--- src/rtl/la_pkg.sv ---
// la_pkg
// Shared types for the logic analyzer trace path. Both the trace encoder and
// the trace decoder import this package, so the word layout stays in one place.
//   LA_RC_W / LA_SIG_W : repeat-count and signal-snapshot widths
//   la_word_t          : one AXI-Stream trace word {rc, sig}, rc in the MSBs
//   la_entry_t         : one run held by the decoder while it is being expanded
//   la_buf_state_e     : occupancy of the decoder's two-entry run buffer
package la_pkg;

  localparam int LA_RC_W  = 8;
  localparam int LA_SIG_W = 24;

  typedef struct packed {
    logic [LA_RC_W-1:0]  rc;
    logic [LA_SIG_W-1:0] sig;
  } la_word_t;

  typedef struct packed {
    logic [LA_SIG_W-1:0] sig;
    logic [LA_RC_W-1:0]  remaining;
    logic                first;
    logic                last;
    logic                resync;
  } la_entry_t;

  typedef enum logic [1:0] {
    BUF_EMPTY,
    BUF_RUN,
    BUF_FULL
  } la_buf_state_e;

endpackage

--- src/rtl/la_trace_dec_buf.sv ---
// la_trace_dec_buf
// Two-entry run holder for the trace decoder. 'cur' is the run being expanded
// one beat at a time; 'nxt' parks one more run so the next run can start on the
// cycle right after 'cur' finishes, giving gap-free output.
//   clk, rst    : clock, asynchronous active-high reset
//   load_en     : a nonzero-count word is being accepted this cycle
//   load_entry  : the run built from that word
//   beat_ready  : downstream consumes the current beat when cur_valid is high
//   cur         : the run currently being expanded
//   cur_valid   : 'cur' holds a run (sample output is valid)
//   nxt_valid   : 'nxt' holds a run (no room for another word)
module la_trace_dec_buf
  import la_pkg::*;
(
  input  logic      clk,
  input  logic      rst,
  input  logic      load_en,
  input  la_entry_t load_entry,
  input  logic      beat_ready,
  output la_entry_t cur,
  output logic      cur_valid,
  output logic      nxt_valid
);

  la_buf_state_e state_q, state_d;
  la_entry_t     cur_q, cur_d;
  la_entry_t     nxt_q, nxt_d;
  logic          beat;
  logic          cur_finish;

  assign cur_valid  = (state_q != BUF_EMPTY);
  assign nxt_valid  = (state_q == BUF_FULL);
  assign cur        = cur_q;
  assign beat       = cur_valid & beat_ready;
  assign cur_finish = beat & (cur_q.remaining == LA_RC_W'(1));

  always_ff @(posedge clk or posedge rst) begin
    if (rst) begin
      state_q <= BUF_EMPTY;
      cur_q   <= '0;
      nxt_q   <= '0;
    end else begin
      state_q <= state_d;
      cur_q   <= cur_d;
      nxt_q   <= nxt_d;
    end
  end

  // A consumed beat always counts down and drops the first/resync tags; the
  // state case then overrides 'cur' when a finishing run is replaced.
  always_comb begin
    state_d = state_q;
    cur_d   = cur_q;
    nxt_d   = nxt_q;
    if (beat) begin
      cur_d.remaining = cur_q.remaining - LA_RC_W'(1);
      cur_d.first     = 1'b0;
      cur_d.resync    = 1'b0;
    end
    case (state_q)
      BUF_EMPTY: begin
        if (load_en) begin
          cur_d   = load_entry;
          state_d = BUF_RUN;
        end
      end
      BUF_RUN: begin
        if (cur_finish) begin
          if (load_en) cur_d = load_entry;
          else         state_d = BUF_EMPTY;
        end else if (load_en) begin
          nxt_d   = load_entry;
          state_d = BUF_FULL;
        end
      end
      BUF_FULL: begin
        // Upstream is stalled here, so only the hand-over can happen.
        if (cur_finish) begin
          cur_d   = nxt_q;
          state_d = BUF_RUN;
        end
      end
      default: state_d = BUF_EMPTY;
    endcase
  end

endmodule

--- src/rtl/la_trace_decoder.sv ---
// la_trace_decoder
// Re-expands run-length-encoded logic analyzer trace words into one sample per
// repeat. A word with repeat count 0 is an overflow marker: it is swallowed,
// flagged, and tags the first sample of the next run as a resync point.
// Optional stats counters are built when LA_TRACE_DEC_STATS_EN is defined.
//   axis_clk, axis_rst          : clock, asynchronous active-high reset
//   s_tdata/s_tvalid/s_tlast/s_tready : AXIS slave, {rc[31:24], sig[23:0]}
//   m_sample/m_valid/m_ready    : expanded sample stream
//   m_first, m_last, m_resync   : per-sample tags
//   ovf_pulse, ovf_sticky, ovf_clr : overflow indication and sticky clear
//   sample_cnt, ovf_cnt         : consumed beats / overflow words (stats build)
module la_trace_decoder
  import la_pkg::*;
#(
  parameter int RC_W  = LA_RC_W,
  parameter int SIG_W = LA_SIG_W
) (
  input  logic                  axis_clk,
  input  logic                  axis_rst,
  input  logic [RC_W+SIG_W-1:0] s_tdata,
  input  logic                  s_tvalid,
  input  logic                  s_tlast,
  output logic                  s_tready,
  output logic [SIG_W-1:0]      m_sample,
  output logic                  m_valid,
  input  logic                  m_ready,
  output logic                  m_first,
  output logic                  m_last,
  output logic                  m_resync,
  output logic                  ovf_pulse,
  output logic                  ovf_sticky,
  input  logic                  ovf_clr,
  output logic [31:0]           sample_cnt,
  output logic [15:0]           ovf_cnt
);

  la_word_t  word;
  la_entry_t load_entry;
  la_entry_t cur;
  logic      cur_valid;
  logic      nxt_valid;
  logic      accept;
  logic      is_ovf;
  logic      load_en;
  logic      ovf_accept;
  logic      resync_pend;

  assign word       = s_tdata;
  // Ready comes straight from buffer state; reset masks it so nothing is
  // accepted while the buffer is being cleared.
  assign s_tready   = !nxt_valid && !axis_rst;
  assign accept     = s_tvalid & s_tready;
  assign is_ovf     = (word.rc == '0);
  assign load_en    = accept & !is_ovf;
  assign ovf_accept = accept & is_ovf;

  always_comb begin
    load_entry           = '0;
    load_entry.sig       = word.sig;
    load_entry.remaining = word.rc;
    load_entry.first     = 1'b1;
    load_entry.last      = s_tlast;
    load_entry.resync    = resync_pend;
  end

  la_trace_dec_buf u_buf (
    .clk        (axis_clk),
    .rst        (axis_rst),
    .load_en    (load_en),
    .load_entry (load_entry),
    .beat_ready (m_ready),
    .cur        (cur),
    .cur_valid  (cur_valid),
    .nxt_valid  (nxt_valid)
  );

  assign m_valid  = cur_valid;
  assign m_sample = cur_valid ? cur.sig : '0;
  assign m_first  = cur_valid & cur.first;
  assign m_last   = cur_valid & cur.last & (cur.remaining == LA_RC_W'(1));
  assign m_resync = cur_valid & cur.resync;

  // Overflow bookkeeping. Any run of overflow words leaves a single pending
  // resync that the next real word absorbs; a new overflow beats ovf_clr.
  always_ff @(posedge axis_clk or posedge axis_rst) begin
    if (axis_rst) begin
      resync_pend <= 1'b0;
      ovf_pulse   <= 1'b0;
      ovf_sticky  <= 1'b0;
    end else begin
      ovf_pulse <= ovf_accept;
      if (ovf_accept)   resync_pend <= 1'b1;
      else if (load_en) resync_pend <= 1'b0;
      if (ovf_accept)   ovf_sticky <= 1'b1;
      else if (ovf_clr) ovf_sticky <= 1'b0;
    end
  end

`ifdef LA_TRACE_DEC_STATS_EN
  // Sample count wraps; overflow count saturates so a flood stays visible.
  always_ff @(posedge axis_clk or posedge axis_rst) begin
    if (axis_rst) begin
      sample_cnt <= '0;
      ovf_cnt    <= '0;
    end else begin
      if (m_valid && m_ready) sample_cnt <= sample_cnt + 32'd1;
      if (ovf_accept && (ovf_cnt != 16'hFFFF)) ovf_cnt <= ovf_cnt + 16'd1;
    end
  end
`else
  assign sample_cnt = '0;
  assign ovf_cnt    = '0;
`endif

endmodule

--- config.mk ---
export PLATFORM = sky130hd
export DESIGN_NAME = la_trace_decoder
export DESIGN_NICKNAME = d
export VERILOG_FILES = /design/src/rtl/la_pkg.sv /design/src/rtl/la_trace_dec_buf.sv /design/src/rtl/la_trace_decoder.sv
export SDC_FILE = /design/constraint.sdc
export NUM_CORES = 1
export LEC_CHECK = 0
export CORE_MARGIN = 3
export CORE_UTILIZATION = 25
export DETAILED_ROUTE_END_ITERATION = 12
export PLACE_DENSITY = 0.54
export SLEW_MARGIN = 15
export SYNTH_ARGS = -nofsm -noshare
export SYNTH_HDL_FRONTEND = slang
export SYNTH_SLANG_ARGS = --single-unit
--- constraint.sdc ---
create_clock -name axis_clk -period 2.39 [get_ports axis_clk]
set_input_delay 0.478 -clock axis_clk [delete_from_list [all_inputs] [get_ports axis_clk]]
set_output_delay 0.478 -clock axis_clk [all_outputs]
set_load 0.02 [all_outputs]
# Word level (Yosys, flattened, before mapping)
# Index checks and enable logic that the tools add are counted.
dict set report word_totals {
  reg_bits 75
}
dict set report op_classes {
  n_addsub 1
  n_eq_ne 8
  n_mux 17
  bitwise_logic 10
  reduce_logical 13
}
# op n
set ops {}
lappend ops {{two-way mux 35 bit} 3}
lappend ops {{case mux 35 bit (3 select lines)} 1}
lappend ops {{two-way mux 24 bit} 1}
lappend ops {{two-way mux 2 bit} 5}
lappend ops {{AND 1 bit} 9}
lappend ops {{two-way mux 9 bit} 1}
lappend ops {{equality test 8 x 1 -> 1 bit (second input constant)} 1}
lappend ops {{zero test 8 bit} 1}
lappend ops {{subtractor 8 x 1 -> 8 bit (second input constant)} 1}
lappend ops {{case mux 2 bit (3 select lines)} 1}
lappend ops {{AND reduction 3 bit} 2}
lappend ops {{nonzero test 2 bit} 3}
lappend ops {{two-way mux 1 bit} 5}
lappend ops {{!= test 2 x 1 -> 1 bit (second input constant)} 2}
lappend ops {{AND reduction 4 bit} 1}
lappend ops {{zero test 1 bit} 3}
lappend ops {{!= test 3 x 2 -> 1 bit (second input constant)} 1}
lappend ops {{!= test 3 bit (second input constant)} 1}
lappend ops {{nonzero test 3 bit} 1}
lappend ops {{equality test 2 x 1 -> 1 bit (second input constant)} 1}
lappend ops {{equality test 2 bit (second input constant)} 1}
lappend ops {{zero test 2 bit} 1}
lappend ops {{!= test 2 bit (second input constant)} 1}
lappend ops {{logical AND 1 bit} 1}
lappend ops {{NOT 1 bit} 1}

# Logic depth before layout (Yosys ltp)
dict set report logic_depth {
  depth_word 8
  depth_mapped 9
}

# Hierarchy
# A second synthesis with hierarchy kept.
dict set report unflattened {
  hier_cells 481
  area_unflattened_um2 4682.0
}
# mod n_inst cells_per_inst area_per_inst_um2 seq_area_each_um2
set by_module_without_submodules {}
lappend by_module_without_submodules {la_trace_dec_buf 1 385 3976.3 1801.7}
lappend by_module_without_submodules {la_trace_decoder 1 96 705.7 75.1}

# Worst setup path before layout
# OpenSTA, ideal clock, no wires.
dict set report synth_path {
  kind {flip-flop to output port}
  start {register u_buf.cur_q, in the netlist u_buf.cur[9]}
  end {output m_last}
  t_arrival_ns 1.752
  setup_slack_ns 0.160
  path_stages_with_launch 4
  path_cell_list {dfrtp_1 or4_4 nor2_1 nor4b_1}
}
dict set report synth_between {
  elab_chain_len 2
}
# item line
set synth_rtl {}
lappend synth_rtl {{start, declared} la_trace_dec_buf.sv:26} ;# la_entry_t cur_q, cur_d;
lappend synth_rtl {{start signal, assigned} la_trace_dec_buf.sv:44} ;# cur_q <= cur_d;
lappend synth_rtl {{equality test 8 x 1 -> 1 bit} la_trace_decoder.sv:80} ;# assign m_last = cur_valid & cur.last & (cur.remaining == LA_RC_W'(1));
lappend synth_rtl {{AND 1 bit} la_trace_decoder.sv:80}
lappend synth_rtl {{end, declared} la_trace_decoder.sv:28} ;# output logic m_last,
# Every way passes these cells.

# Worst setup path in the final report
# Ends and elaborated chain as after synthesis.

==> flow_summary.json <==
{
  "outcome": "finished, final reports clean",
  "ant_nets": 0,
  "dr.pass1.iters": 4,
  "die_area_mm2": 0.0173,
  "avgSynthCellArea_um2": 10.8,
  "synth.most_common_cell": "dfrtp_1",
  "peakVddDrop_uv": 617,
  "cp_data_required_time_ns": 1.91,
  "ios": 117,
  "synth_edf_count": 0,
  "worstHoldPathType": "reg2reg",
  "syn2layout_area_growth_pct": 32.9,
  "syn_inst": 363,
  "seqCellArea_mm2": 0.00188,
  "core_area_mm2": 0.0153,
  "grt_max_degree": 29,
  "synth.top_cell.area_share_pct": 47.7,
  "worst_setup_path_end_kind": "output pin",
  "drive_gt1_share_pct": 20.9,
  "hold_depth": 1,
  "dp.cells": 660,
  "instances_no_fill": 676,
  "tritoncts": "done",
  "grt_pass1_wl_um": 15200,
  "clk_latency_ns": 0.34,
  "maxSlewHeadroom_pct": 64.1,
  "first_global_vias": 2980,
  "cp_slowest_stage_delay_ns": 0.54,
  "worst_pin_slew_ns": 0.537,
  "postPlaceCellArea_mm2": 0.00492,
  "design_area_mm2": 0.00523,
  "yosysWarningCount": 0,
  "overflow": 0,
  "cts_buffer_depth": 2,
  "setup_ws_ns": 0.114,
  "powerDensity_mw_per_mm2": 1170,
  "async_reset_ff_share_pct": 100,
  "finalHoldViolCount": 0,
  "tns_ns": 0,
  "netlist_area_mm2": 0.00394,
  "post_cts_buffers": 0,
  "fin_nets": 500,
  "yosysUniqueCellTypes": 42,
  "port_buffers": 68,
  "n_fill_cell": 1525,
  "cts.sinks": 75,
  "num_antenna_cells": 0,
  "die_x_um": 131,
  "leakagePower_nw": 2.30,
  "max_freq_ghz": 0.439,
  "rsz0062_at_grt": "false",
  "cts_buffers": 9,
  "die_h_um": 131,
  "path_cells": "or4_4, nor2_1, nor4b_4, buf_4",
  "multi_input_area_mm2": 0.00165,
  "setup.worst_path.start_class": "flip-flop",
  "arrival_ns": 1.80,
  "cts.htree.levels": 3,
  "skew_ns": 0.00509,
  "dp_hpwl_um": 6650,
  "avgRoutedWirePerCell_um": 13.4,
  "worstSetupPathType": "reg2out",
  "vias": 2800,
  "place_ws_ns": -0.190,
  "period_minus_slack_ns": 2.28,
  "fp-row-count": 45,
  "viasPerCell": 4.14,
  "routed_wl_um": 9090,
  "place.gp.congestion": 0.739,
  "worstPathMaxFanout": 2,
  "fin_crit_sh_pct": 95.2,
  "maxCapViolCount": 0,
  "reg2reg_depth": 7,
  "hold_buffers": 0,
  "yosys-top-cells-count": "75 x dfrtp_1, 50 x buf_4, 32 x a22oi_1, 32 x inv_1, 31 x o21ai_2",
  "cpMaxStageDelayCell": "or4_4",
  "ys_seq_elements": 75,
  "drtIter0Drc": 109,
  "setup_violations": 0,
  "antenna_found_initial": 0,
  "root_buffer": "clkbuf_16",
  "path_clk_slew_ns": 0.06,
  "synth_flop_cell": "dfrtp_1",
  "finalMaxSlewViolations": 0,
  "start_util_pct": 25.7,
  "gr-usage-all-layers_pct": 11.0,
  "synthTopCellsByArea": "dfrtp_1 48%, buf_4 9.5%, mux2_1 8.3%, o21ai_2 6.9%, a22oi_1 6.1%",
  "synth_top_cell_by_area": "dfrtp_1",
  "synth-seq-area-share_pct": 47.7,
  "drc": 0
}
-- repair_timing --
| item | CTS | global route |
|---|---|---|
| endpoints found under the setup margin | 18 | 22 |
| resized for setup | 8 | 3 |
| pin swaps | 0 | 1 |
-- state kept, by name (all words and copies together) (netlist names) --
| name | flops |
|---|---|
| u_buf.cur | 35 |
| ovf_sticky | 1 |
| u_buf.state_q | 2 |
| u_buf.nxt_q | 35 |
| ovf_pulse | 1 |
| resync_pend | 1 |
-- cells by family (layout without fill, tap and decap cells) --
family,Yosys count,in the layout,share of synthesized area [%]
flops,75,75,47.7
xor+xnor,7,7,1.56
fa+ha+maj,2,2,0.636
mux,36,36,10.2
other cells,1,48,0.0953
buf+inv,99,154,15.5
compound gates,80,80,16.0
simple gates,63,63,8.23
-- per-layer routing --
layer | share of wire [%] | track usage (%) | up-vias
li1 | - | - | 1339
met1 | 46 | 13.3 | 1362
met2 | 47 | 18.3 | 82
met3 | 4.6 | 2.57 | 17
met4 | 2.2 | 5.13 | 0
met5 | 0 | 0 | -
-- placed cells by master (no fill, tap or decap), types with 2 or more instances in the layout --
cell,instances
a21o_1,2
a21oi_1,3
a221o_1,2
a22oi_1,32
and2_1,4
buf_12,5
buf_4,32
buf_6,2
clkbuf_1,4
clkbuf_16,9
clkdlybuf4s50_1,67
clkinv_2,2
conb_1,48
dfrtp_1,75
ha_1,2
inv_1,31
mux2_1,29
mux2_2,5
mux2i_1,2
nand2_1,7
nand2b_1,3
nor2_1,29
nor2b_1,2
nor3_1,2
nor4_1,5
o21ai_0,2
o21ai_2,31
o22ai_1,2
or2_2,2
xnor2_1,5
xor2_1,2
-- where the power goes --
group	leakage (nW)	switching (mW)	internal, mW
Sequential	0.919	0.257	1.85
Clock	0.141	0.512	0.837
Combinational	1.24	1.41	1.26
-- per-stage QoR --
| stage | total power, mW | utilization, % | hold slack (ns) |
|---|---|---|---|
| 2_1_floorplan | 3.81 | - | 0.436 |
| 3_5_place_dp | 4.80 | 32.1 | 0.462 |
| 5_1_grt | 6.55 | 34.2 | 0.503 |
| 6_report | 6.13 | 34.2 | 0.477 |
| 3_3_place_gp | 4.73 | 32.1 | 0.454 |
| 4_1_cts | 6.22 | 34.1 | 0.480 |
-- area by class of cell --
cell class / count / area share [%]
clock buffers: 14 / 4.86
multi-input cells: 236 / 31.5
clock inverters: 2 / 0.670
flip-flops and latches: 75 / 35.9
inverters: 32 / 2.32
repair buffers: 106 / 19.8
well taps: 211 / 5.05
-- worst paths after layout --
path | startpoint | endpoint | slack [ns]
setup / recovery | u_buf.cur[9] | m_last | 0.11
hold / removal | u_buf.nxt_q[2] | u_buf.nxt_q[2] | 0.48
setup reg to reg | u_buf.cur[9] | u_buf.nxt_q[24] | 0.16
hold reg to reg | u_buf.nxt_q[2] | u_buf.nxt_q[2] | 0.48
max in group asynchronous | axis_rst | u_buf.cur[22] | 1.24
min in group asynchronous | axis_rst | u_buf.state_q[1] | 0.63
-- critical path, delay by kind of cell (launching register included) --
| kind | cells | cell delay (ns) |
|---|---|---|
| DFF | 1 | 0.38 |
| buffers and inverters | 1 | 0.18 |
| and+or+nand+nor | 3 | 0.90 |
(Power assumes the default switching activity.)
==> patch 1: new RTL, same flow settings <==
The package constant `LA_SIG_W` goes from 24 to 12.
--- a/src/rtl/la_pkg.sv
+++ b/src/rtl/la_pkg.sv
@@ -10,3 +10,3 @@
   localparam int LA_RC_W  = 8;
-  localparam int LA_SIG_W = 24;
+  localparam int LA_SIG_W = 12;
 
Ports: changed (resized m_sample and s_tdata); port bits go from 117 to 93. No check against the original RTL was run, so the function may have changed too.
==> patch 1 against the original RTL <==
  * The flow now finishes with violations (negative setup slack)
  * Register-to-register slack got worse by 0.24 ns
  * Synthesized area is 18% lower
  * Sequential cell count down 24
  * Power decreased by 20%
  * Worst setup slack lost 0.19 ns
  * Critical path depth up 2
  * Synthesized cell count is 3.9% lower
  * Clock power fell by 45%
  * Sequential share of layout area is 7.0 points lower
  * Design area down 15%
  * Wire length is 3.6% higher
  * Critical path type is now reg2reg
  * Critical endpoint is now u_buf.nxt_q[0]$_DFFE_PP0P_
  * Largest power group unchanged
==> patch 1: results <==
set metrics [dict create \
    p_comb_mw 2.71 \
    fin_ws_ns -0.07881 \
    leakage_nw 1.984 \
    place_ws_ns -0.2272 \
    peakVddDrop_mv 0.3495 \
    worst_pin_slew_ns 0.5352 \
    synth_common_cells "dfrtp_1 (51), buf_4 (50), nor2_1 (36)" \
    avgRoutedWirePerCell_um 15.33 \
    crit_fanout 5 \
    yosysSeqAreaShare 0.3955 \
    htreeDepth 2 \
    p_sw_frac 0.4004 \
    synth_xor_area_frac 0.01900 \
    synth_compound_area_frac 0.1586 \
    synth_cell_types 50 \
    cts_made_buffers 5 \
    routabilityCongestion 0.8643 \
    p_int_mw 2.941 \
    vias 2805 \
    failed_checks "negative setup slack" \
    status "complete, but fails checks" \
    stdcell_area_mm2 0.004424 \
    skew_ns 0.01120 \
    drive_gt1_frac 0.2646 \
    portBuffers 44 \
    setup_viol 35 \
    clkPwrFrac 0.153 \
    synthMuxAreaShare 0.08918 \
    setup_tns_ns -1.338 \
    grt_pass1_wl_um 14160 \
    hpwlAfterDp_um 6676 \
    grt_max_degree 38 \
    gr-usage-all-layers 0.1239 \
]
[patch 1: path summary, 6_finish.rpt]
path	endpoint	depth (start not counted)	slack, ns	startpoint
setup reg to reg	u_buf.nxt_q[0]$_DFFE_PP0P_	6	-0.08	u_buf.cur[8]$_DFF_PP0_
max in group asynchronous	u_buf.cur[16]$_DFFE_PP0P_	4	1.20	axis_rst
hold reg to reg	u_buf.nxt_q[2]$_DFFE_PP0P_	1	0.48	u_buf.nxt_q[2]$_DFFE_PP0P_
hold / removal	u_buf.nxt_q[2]$_DFFE_PP0P_	1	0.48	u_buf.nxt_q[2]$_DFFE_PP0P_
setup / recovery	u_buf.nxt_q[0]$_DFFE_PP0P_	6	-0.08	u_buf.cur[8]$_DFF_PP0_
min in group asynchronous	ovf_pulse$_DFF_PP0_	3	0.66	axis_rst
[patch 1: what timing repair did]
action                     in CTS  in global routing
setup buffers                   0                  4
pin swaps                       0                 13
setup endpoints to repair      28                 43
cloned                          0                  4
resized for setup               7                 23
[patch 1: per-layer routing]
metal | global-route usage | vias to the layer above | part of all wire
li1 | - | 1324 | -
met3 | 0.01932 | 14 | 0.057
met5 | 0 | - | 0
met4 | 0.04581 | 0 | 0.022
met2 | 0.1988 | 102 | 0.48
met1 | 0.1688 | 1365 | 0.44
[patch 1: critical path: stages (launching register included)]
cell and delay [ns]:
dfrtp_1 0.40, or4_4 0.56, buf_6 0.14, or4_4 0.54, nand3_4 0.19, clkbuf_16 0.18
mux2_2 0.32
[patch 1: final cells by class]
type | count | area (um2) | area share
clock buffer | 5 | 125.1 | 0.02828
sequential | 51 | 1276 | 0.2885
multi-input combinational | 259 | 1690 | 0.3821
inverter | 22 | 82.58 | 0.01867
tap | 168 | 210.2 | 0.04751
clock inverter | 3 | 27.53 | 0.006222
timing repair buffer | 106 | 1012 | 0.2288
==> patch 2: new RTL, config.mk and constraints unchanged <==
Without the edit above. The 3 states of `la_buf_state_e` get a one-hot encoding in 3 bits.
--- a/src/rtl/la_pkg.sv
+++ b/src/rtl/la_pkg.sv
@@ -25,6 +25,6 @@
 
-  typedef enum logic [1:0] {
-    BUF_EMPTY,
-    BUF_RUN,
-    BUF_FULL
+  typedef enum logic [2:0] {
+    BUF_EMPTY = 3'b001,
+    BUF_RUN   = 3'b010,
+    BUF_FULL  = 3'b100
   } la_buf_state_e;
Behaviour: no difference found for any inputs over 4 cycles, from zero or initial values and one cycle with axis_rst high; so few cycles prove little.
==> patch 2 against the original RTL <==
  * Design area increased by 1.6%
  * Worst setup slack worse by 0.037 ns
  * Global-route usage grew 0.13 points
  * Sequential cell count is 1 higher
  * Register-to-register slack improved by 0.09 ns
  * Worst hold slack lost 0.012 ns
  * Die area is 1.3% higher
  * Synthesized area grew 1.3%
  * Wire length up 4.5%
  * Cell count is 1.6% higher
  * Clock skew grew 0.0014 ns
  * Largest cell class unchanged
Power is not compared: it rests on default switching activity, and its combinational part moved more than twofold at a synthesized area within 25%.
==> patch 2: results <==
set metrics [dict create \
    status "finished, final reports clean" \
    hold_start "u_buf.cur[30]$_DFFE_PP0P_" \
    crit_fanout 20 \
    yosysSeqAreaShare 0.4771 \
    use_met2 0.1810 \
    drt-met1-wl_um 4300 \
    inverters 6 \
    post_dp_cell_area_mm2 0.004996 \
    routed_wl_um 9492 \
    hpwlAfterDp_um 7158 \
    synth_seq_cells 76 \
    arrival_ns 1.84 \
    skew_ns 0.006459 \
    yosys-top-cells-area "dfrtp_1 (47%), buf_4 (9.4%), mux2_2 (7.6%)" \
    avgViaCountPerCell 4.309 \
    synth_common_cells "dfrtp_1 (75), nand2_1 (55), buf_4 (50)" \
    drive_gt1_frac 0.2164 \
    crit_start "u_buf.state_q[0]$_DFFE_PP1P_" \
    cts_resized 31 \
    multi_input_area_share 0.3349 \
    synth-adder-area-share 0.006274 \
    synthMuxAreaShare 0.1026 \
    synth_cell_types 48 \
    buf_share 0.1908 \
    clockNetworkAreaShare 0.06147 \
    cpMaxStageDelayCell "dfstp_2" \
    grtUsageMet3 0.02176 \
    synth_xor_area_frac 0.01757 \
]
## patch 2: cell types whose count changed after synthesis, sizes merged, moves of 3 or more
cell   change
nor2      -24
nand2     +47
a21oi      +3
and2      +25
inv       -26
o21ai     -25
## patch 2: worst max-delay path: cells and delay by family, from the launching register on
family | cells | cell delay (ns)
buffers and inverters | 3 | 0.57
DFF | 1 | 0.53
and+or+nand+nor | 2 | 0.41
## patch 2: metrics by stage
step | worst slack, ns | hold slack [ns] | std cells | total power, mW | setup TNS [ns]
finish | 0.07698 | 0.4651 | 687 | 4.534 | 0
global route | 0.002023 | 0.4931 | 687 | 4.814 | 0
CTS | 0.02059 | 0.4703 | 687 | 4.591 | 0
detailed placement | -0.1226 | 0.4553 | 671 | 3.126 | -5.267
global placement | -0.1580 | 0.4512 | 671 | 3.088 | -7.905
floorplan | 0.4277 | 0.4361 | 420 | 2.661 | 0
## patch 2: cells by family after synthesis
kind of cell,Yosys count
adders and majority gates,2
buffers and inverters,72
other,1
DFF,76
xor gates and xnor gates,8
muxes,34
AOI/OAI and AO/OA,58
and+or+nand+nor,122
## patch 2: path summary, 6_finish.rpt
path | to | slack [ns] | cells past startpoint
setup / recovery | m_sample[8] | 0.08 | 5
hold / removal | u_buf.cur[30]$_DFFE_PP0P_ | 0.47 | 2
setup reg to reg | u_buf.nxt_q[30]$_DFFE_PP0P_ | 0.25 | 6
hold reg to reg | u_buf.cur[30]$_DFFE_PP0P_ | 0.47 | 2
max in group asynchronous | u_buf.nxt_q[25]$_DFFE_PP0P_ | 1.23 | 4
min in group asynchronous | ovf_sticky$_DFFE_PP0P_ | 0.64 | 3
## patch 2: where the power goes
group,total [mW],internal (mW),switching (mW)
Clock,1.47,0.940,0.535
Combinational,1.20,0.595,0.609
Sequential,1.85,1.64,0.211
Total,4.53,3.18,1.36
